## config.mk

```make
export PLATFORM = sky130hd
export DESIGN_NAME = ex_13_mac_inverse
export DESIGN_NICKNAME = d
export VERILOG_FILES = /design/src/rtl/ex_13_mac_inverse.sv
export SDC_FILE = /design/constraint.sdc
export NUM_CORES = 1
export LEC_CHECK = 0
export ABC_AREA = 1
export ABC_CLOCK_PERIOD_IN_PS = 2300
export CORE_ASPECT_RATIO = 0.9
export CORE_MARGIN = 5
export CORE_UTILIZATION = 51
export CTS_CLUSTER_DIAMETER = 30
export DETAILED_ROUTE_END_ITERATION = 7
export DONT_BUFFER_PORTS = 1
export PLACE_DENSITY = 0.66
export SETUP_SLACK_MARGIN = 0.05
export SLEW_MARGIN = 20
export SYNTH_ARGS = -nofsm -noshare
export SYNTH_HDL_FRONTEND = slang
export SYNTH_SLANG_ARGS = --single-unit
```

## constraint.sdc

```tcl
create_clock -name clk -period 2.3 [get_ports clk]
set_input_delay 0.23 -clock clk [delete_from_list [all_inputs] [get_ports clk]]
set_output_delay 0.23 -clock clk [all_outputs]
set_load 0.05 [all_outputs]
```

## src/rtl/ex_13_mac_inverse.sv

```systemverilog
// Recovers the MAC operand a = (g - OFFSET) / b, plus the remainder, using a
// 16-step restoring divider. One operation in flight, valid/ready on both sides.
module ex_13_mac_inverse #(
  parameter int unsigned     GW     = 16,
  parameter int unsigned     BW     = 8,
  parameter logic [GW-1:0]   OFFSET = 16'h004E
) (
  input  logic          clk,
  input  logic          reset,
  input  logic          in_valid,
  output logic          in_ready,
  input  logic [GW-1:0] g,
  input  logic [BW-1:0] b,
  output logic          out_valid,
  input  logic          out_ready,
  output logic [BW-1:0] a,
  output logic [BW-1:0] rem,
  output logic          err_div0,
  output logic          err_under,
  output logic          err_ovf
);

  localparam int unsigned CW = $clog2(GW);

  typedef enum logic [1:0] {StIdle, StCheck, StDiv, StDone} state_e;

  state_e        state_q, state_d;
  logic [GW-1:0] g_q, g_d;
  logic [BW-1:0] b_q, b_d;
  logic [GW-1:0] dvd_q, dvd_d;
  logic [BW:0]   r_q, r_d;
  logic [GW-1:0] q_q, q_d;
  logic [CW-1:0] cnt_q, cnt_d;
  logic [BW-1:0] a_q, a_d;
  logic [BW-1:0] rem_q, rem_d;
  logic          div0_q, div0_d;
  logic          under_q, under_d;
  logic          ovf_q, ovf_d;

  // One restoring-division step: shift in the next dividend bit, trial-subtract b.
  logic [BW:0]   r_shift;
  logic [BW:0]   r_sub;
  logic          q_bit;
  logic [BW:0]   r_next;
  logic [GW-1:0] q_next;

  always_comb begin
    r_shift = {r_q[BW-1:0], dvd_q[GW-1]};
    r_sub   = r_shift - {1'b0, b_q};
    q_bit   = (r_shift >= {1'b0, b_q});
    r_next  = q_bit ? r_sub : r_shift;
    q_next  = {q_q[GW-2:0], q_bit};
  end

  always_comb begin
    state_d = state_q;
    g_d     = g_q;
    b_d     = b_q;
    dvd_d   = dvd_q;
    r_d     = r_q;
    q_d     = q_q;
    cnt_d   = cnt_q;
    a_d     = a_q;
    rem_d   = rem_q;
    div0_d  = div0_q;
    under_d = under_q;
    ovf_d   = ovf_q;

    unique case (state_q)
      StIdle: begin
        if (in_valid) begin
          g_d     = g;
          b_d     = b;
          state_d = StCheck;
        end
      end
      StCheck: begin
        if (b_q == '0) begin
          a_d     = '1;
          rem_d   = '0;
          div0_d  = 1'b1;
          under_d = 1'b0;
          ovf_d   = 1'b0;
          state_d = StDone;
        end else if (g_q < OFFSET) begin
          a_d     = '0;
          rem_d   = '0;
          div0_d  = 1'b0;
          under_d = 1'b1;
          ovf_d   = 1'b0;
          state_d = StDone;
        end else begin
          dvd_d   = g_q - OFFSET;
          r_d     = '0;
          q_d     = '0;
          cnt_d   = '0;
          state_d = StDiv;
        end
      end
      StDiv: begin
        dvd_d = {dvd_q[GW-2:0], 1'b0};
        r_d   = r_next;
        q_d   = q_next;
        cnt_d = cnt_q + CW'(1);
        if (cnt_q == CW'(GW - 1)) begin
          a_d     = q_next[BW-1:0];
          rem_d   = r_next[BW-1:0];
          ovf_d   = |q_next[GW-1:BW];
          div0_d  = 1'b0;
          under_d = 1'b0;
          state_d = StDone;
        end
      end
      StDone: begin
        if (out_ready) begin
          state_d = StIdle;
        end
      end
      default: state_d = StIdle;
    endcase
  end

  always_ff @(posedge clk or negedge reset) begin
    if (!reset) begin
      state_q <= StIdle;
      g_q     <= '0;
      b_q     <= '0;
      dvd_q   <= '0;
      r_q     <= '0;
      q_q     <= '0;
      cnt_q   <= '0;
      a_q     <= '0;
      rem_q   <= '0;
      div0_q  <= 1'b0;
      under_q <= 1'b0;
      ovf_q   <= 1'b0;
    end else begin
      state_q <= state_d;
      g_q     <= g_d;
      b_q     <= b_d;
      dvd_q   <= dvd_d;
      r_q     <= r_d;
      q_q     <= q_d;
      cnt_q   <= cnt_d;
      a_q     <= a_d;
      rem_q   <= rem_d;
      div0_q  <= div0_d;
      under_q <= under_d;
      ovf_q   <= ovf_d;
    end
  end

  assign in_ready  = (state_q == StIdle);
  assign out_valid = (state_q == StDone);
  assign a         = a_q;
  assign rem       = rem_q;
  assign err_div0  = div0_q;
  assign err_under = under_q;
  assign err_ovf   = ovf_q;

endmodule

```

==> results.cfg, run 1 <==
[route]
drc = 0
drt_iter0_markers = 195
wl_met3_um = 620
viasPerCell = 5.12
wl_met1_um = 5090
top_layer_used = met4
wl_per_cell_um = 14.2
drtPass1Iterations = 5
wl_um = 10000
met2_length_um = 4180
vias = 3613
antenna_left = 0

[timing]
fin_skew_ps = 12.4
fin_setup_tns_ps = 0
setup_viol = 0
min_period_over_period_pct = 86.3
whs_ps = -447
timing.final.crit_period_ps = 1990
worstMarginPinSlew_ps = 657
final-hold-violation-count = 88
grt_setup_unrepaired = false
slew_headroom_pct = 56.1
slew_viol_final = 0
fmax_mhz = 504

[global_routing]
antenna_found_initial = 0
grt_max_degree = 89
grt_pass1_wl_um = 16600
gr-usage-all-layers_pct = 19.3
grt_overflow = 0
grt_pass1_vias = 3464

[layout]
syn_to_final_growth_pct = 7.24
nNetsFinal = 621
diodes = 0
drive_gt1_share_pct = 9.61

[cts]
cts_buffer_depth = 2
cts.clk_slew.worst_paths_ps = 90
root_buffer = clkbuf_8
cts_tree = done
cts_sinks = 88
cts_inserted_buffers = 9
worst_skew_pair.late_latency_ps = 360
htree_levels = 3

[yosys]
synth_most_common_cell = nand2_1
yosys_register_bits = 88
synth.top_cell.area_share_pct = 47.7
synth-async-reset-ratio_pct = 100
synth_enable_flop_cells = 0
ys_seq_area_share_pct = 47.7
ys.flop_type = dfrtp_1
synth_cell_types = 35
synthTopCellsByArea = dfrtp_1 (48%), nand2_1 (15%), nand3_1 (5.2%)
synthTopCellsByCount = nand2_1 (183), dfrtp_1 (88), inv_1 (56)
syn_nets = 621
syn_area_sq_um = 4620
synth_cells = 578
syn_area_per_cell_sq_um = 7.99
synth_top_area_cell = dfrtp_1
yosysWarnings = 0

[floorplanning]
initial_core_util_pct = 51.5
chipWidth_um = 110
ios = 49
die_y_um = 100
dieArea_sq_um = 11100
rows = 33
core_sq_um = 8960

[worst_setup_path]
worst_ep_required_time_ps = 2550
slowest_stage = dfrtp_1
path_cells = ha_1 > or2_1 > nand3_2 > nand2_1 > nand2_2 > nand2_4 > inv_1 > nand2_1 > nand3_1 > nand2_1
path_common_cell = nand2_1
slowest_delay_ps = 420
timing.rr.start = r_q[1]
start_kind = flop
critPathKind = flop to flop
worstSetupEndpointType = flop
cp_max_fo = 10
critPathBufInv = 1
critPathArrivalTime_ps = 2230
path_delay_family = simple AND/OR/NAND/NOR gates
startpoint = r_q[1]

[run_status]
status = finished with violations
violations = negative hold slack

[power]
ir_drop_v = 0.000669
pwr_density_cell_nw_per_um2 = 1290
p_total_uw = 6410
p_leak_uw = 0.00252

[hold_path]
min_path_type = input pin to async pin

[placement]
place.gp.congestion = 0.829
hpwl_um = 7240
portBuffers = 0

[job]
drv_cap = 0
-- path summary, 6_finish.rpt --
path / endpoint / slack [ps] / cells after the start
min reg2reg: dvd_q[14] / 490 / 2
min in group clk: g_q[4] / 20 / 1
max in group asynchronous: b_q[4] / 2620 / 0
max: rem[1] / 310 / 10
min: q_q[9] / -450 / 0
max reg2reg: rem[1] / 310 / 10
-- repair_timing --
item	CTS	global route
hold endpoints to repair	88	88
buffers inserted	0	0
resized for setup	0	1
endpoints found under the setup margin	0	2
-- routing by layer --
| layer | vias to the layer above | GRT usage [%] |
|---|---|---|
| met5 | - | 0 |
| met4 | 0 | 5.68 |
| met3 | 11 | 3.92 |
| met2 | 98 | 28.0 |
| met1 | 1641 | 29.2 |
| li1 | 1863 | - |
-- layout make-up --
type,count,area [sq um]
sequential,88,2200
tap,122,153
timing repair buffer,10,75.1
fill,853,4010
clock buffer,10,138
multi-input combinational,408,2060
clock inverter,6,90.1
inverter,61,231
-- report_power, final --
group	switching [uW]	internal, uW	total (uW)
Clock	566	646	1210
Combinational	1870	934	2810
Sequential	410	1980	2390
Total	2850	3560	6410
-- worst register-to-register path, cell delays in order, from the launching register on --
cell and delay (ps):
dfrtp_1 420, ha_1 350, or2_1 290, nand3_2 90
nand2_1 70, nand2_2 150, nand2_4 120, inv_1 130
nand2_1 90, nand3_1 120, nand2_1 60
-- state kept, by name, indices dropped and copies added (netlist names), 2 cells and up --
register	count
r_q	8
dvd_q	16
state_q	2
cnt_q	4
a	8
rem	8
b_q	8
g_q	16
q_q	15
-- per-stage QoR --
stage / setup WS [ps] / std cells / hold slack, ps / util, % / cell area (sq um)
2_1_floorplan: 417 / 578 / -65.6 / - / 4620
3_3_place_gp: 256 / 689 / -61.9 / 52.6 / 4720
3_5_place_dp: 261 / 689 / -62.1 / 52.6 / 4720
4_1_cts: 252 / 705 / -458 / 55.2 / 4940
5_1_grt: 146 / 705 / -466 / 55.3 / 4950
6_report: 315 / 705 / -447 / 55.3 / 4950
-- cells in the final DEF (no fill, tap or decap), drive strengths merged --
| cell | instances |
|---|---|
| xor2 | 3 |
| nand3b | 1 |
| bufinv | 2 |
| nand4 | 5 |
| o21ai | 47 |
| a21oi | 31 |
| o21bai | 1 |
| o22ai | 7 |
| o221a | 1 |
| nand2 | 190 |
| dfrtp | 88 |
| clkinv | 2 |
| nand3 | 51 |
| inv | 62 |
| nor3 | 4 |
| a31oi | 1 |
| xnor2 | 3 |
| clkbuf | 10 |
| ha | 14 |
| o31ai | 1 |
| nor2 | 38 |
| buf | 10 |
| clkinvlp | 1 |
| or2 | 1 |
| fa | 1 |
| mux2 | 8 |
-- kinds of logic (layout without fill, tap and decap cells) --
group,Yosys count,after routing,share of synthesized area [%]
adder cells (fa/ha/maj),15,15,4.23
AO/OA/AOI/OAI,89,89,10.2
buffers and inverters,82,87,7.80
flip-flops,88,88,47.7
XOR/XNOR,6,6,1.14
multiplexers,8,8,1.95
AND/OR/NAND/NOR,290,290,27.0
No activity file was read; power rests on OpenSTA's default activity.
==> run 2, diff against run 1 <==
--- a/config.mk
+++ b/config.mk
@@ -9,11 +9,11 @@
 export ABC_CLOCK_PERIOD_IN_PS = 2300
 export CORE_ASPECT_RATIO = 0.9
 export CORE_MARGIN = 5
-export CORE_UTILIZATION = 51
+export CORE_UTILIZATION = 45
 export CTS_CLUSTER_DIAMETER = 30
 export DETAILED_ROUTE_END_ITERATION = 7
 export DONT_BUFFER_PORTS = 1
-export PLACE_DENSITY = 0.66
+export HOLD_SLACK_MARGIN = 0.1
 export SETUP_SLACK_MARGIN = 0.05
 export SLEW_MARGIN = 20
 export SYNTH_ARGS = -nofsm -noshare
==> results.cfg, run 2 (synthesis results as in run 1) <==
[run_status]
status = finished with violations
violations = negative hold slack

[route]
drt_iter0_markers = 245
drtPass1Iterations = 4
drc = 0
vias = 3699
wl_per_cell_um = 13.8
viasPerCell = 5.04
wl_um = 10100
antenna_left = 0

[layout]
nNetsFinal = 643
final_common_cell = nand2_1
diodes = 0
drive_gt1_share_pct = 8.93
fillers = 926
syn_to_final_growth_pct = 14.6
layout_common_cells = nand2_1 (183), dfrtp_1 (88), inv_1 (56)
top_regs = dvd_q: 16 flops, g_q: 16 flops, q_q: 15 flops
instances_no_fill = 734

[cts]
cts_sinks = 88
cts.clk_slew.worst_paths_ps = 70
root_buffer = clkbuf_16
cts_buffer_depth = 2
htree_levels = 3
cts_tree = done
hold_buffers = 24
cts_inserted_buffers = 9
worst_skew_pair.late_latency_ps = 340
post_cts_buffers = 0

[placement]
place.gp.congestion = 0.872
dp_cells = 694
hpwl_um = 7060
portBuffers = 0

[timing]
final-hold-violation-count = 88
slew_headroom_pct = 64.7
min_period_over_period_pct = 87.7
fin_setup_tns_ps = 0
fmax_mhz = 496
worstMarginPinSlew_ps = 530
setup_viol = 0
grt_setup_unrepaired = false
whs_ps = -417
slew_viol_final = 0
timing.final.crit_period_ps = 2020
fin_skew_ps = 8.74

[global_routing]
gr-usage-all-layers_pct = 17.8
grt_max_degree = 89
antenna_found_initial = 0
grt_pass1_vias = 3636
grt_overflow = 0
grt_pass1_wl_um = 17700

[floorplanning]
dieArea_sq_um = 12400
rows = 35
die_y_um = 106
core_sq_um = 10100
ios = 49
chipWidth_um = 117
initial_core_util_pct = 45.6

[worst_setup_path]
timing.rr.start = r_q[1]
slowest_stage = dfrtp_1
worst_ep_required_time_ps = 2530
worstSetupEndpointType = flop
start_kind = flop
path_cells = ha_1 > or2_1 > nand3_2 > nand2_1 > nand2_2 > nand2_4 > inv_1 > nand2_1 > nand3_1 > nand2_1
startpoint = r_q[1]
slowest_delay_ps = 430
path_common_cell = nand2_1
reg2reg_slack_ps = 280
critPathArrivalTime_ps = 2250
critPathKind = flop to flop
r2r_end = rem[1]
cp_max_fo = 10
ff2ff_path_depth = 10

[power]
ir_drop_v = 0.000567
pwr_density_cell_nw_per_um2 = 1280
p_leak_uw = 0.00266
p_total_uw = 6790

[job]
drv_cap = 0

[hold_path]
min_path_type = input pin to async pin
==> run 2: worst max-delay path by stage <==
stage                        end  slack [ps]  depth (start not counted)
after CTS                 rem[1]         290                         10
after global placement    rem[1]         340                         10
final                     rem[1]         280                         10
after floorplan           b_q[1]         420                          6
after global routing      rem[1]          90                         12
after detailed placement  rem[1]         300                         12
==> run 2: timing repair <==
action,4_1_cts,5_1_grt
endpoints found under the setup margin,0,0
endpoints found under the hold margin,112,88
gates resized for setup,0,0
==> run 2: final cells by class <==
cell class	instances	area [sq um]	area share (%)
Sequential cell	88	2200	41.6
Multi-Input combinational cell	408	2050	38.8
Timing Repair Buffer	32	313	5.91
Inverter	61	231	4.38
Clock buffer	9	225	4.26
Tap cell	129	161	3.05
Clock inverter	7	101	1.92
==> run 2: power breakdown <==
group	leakage (uW)	switching (uW)	internal, uW
clock	0.000158	632	965
combinational	0.00138	1840	967
sequential	0.00112	414	1980
==> run 2: per-stage QoR <==
stage                     hold WS (ps)  area, sq um  setup slack (ps)  utilization [%]
final                             -417         5290               283             52.3
after global routing              -441         5290              85.2             52.3
after CTS                         -430         5290               286             52.3
after detailed placement         -59.4         4720               299             46.7
after global placement           -60.0         4720               336             46.7
after floorplan                  -65.6         4620               417                -
==> run 2: critical path: cells and delay by family, from the launching register on <==
family / cells / cell delay [ps]
flops: 1 / 430
buf+inv: 1 / 130
fa+ha+maj: 1 / 350
simple gates: 8 / 1010
==> run 2: metal layers <==
metal,track usage [%],up-vias,part of all wire [%]
li1,-,1903,-
met1,26.9,1704,50
met2,25.8,83,43
met3,3.47,9,5.4
met4,5.16,0,1.2
met5,0,-,0
==> run 3, diff against run 2 <==
--- a/config.mk
+++ b/config.mk
@@ -7,6 +7,7 @@
 export LEC_CHECK = 0
 export ABC_AREA = 1
 export ABC_CLOCK_PERIOD_IN_PS = 2300
+export CAP_MARGIN = 0
 export CORE_ASPECT_RATIO = 0.9
 export CORE_MARGIN = 5
 export CORE_UTILIZATION = 45
==> results of run 3 <==
No change in the layout: final DEF, timing and power equal those of run 2.
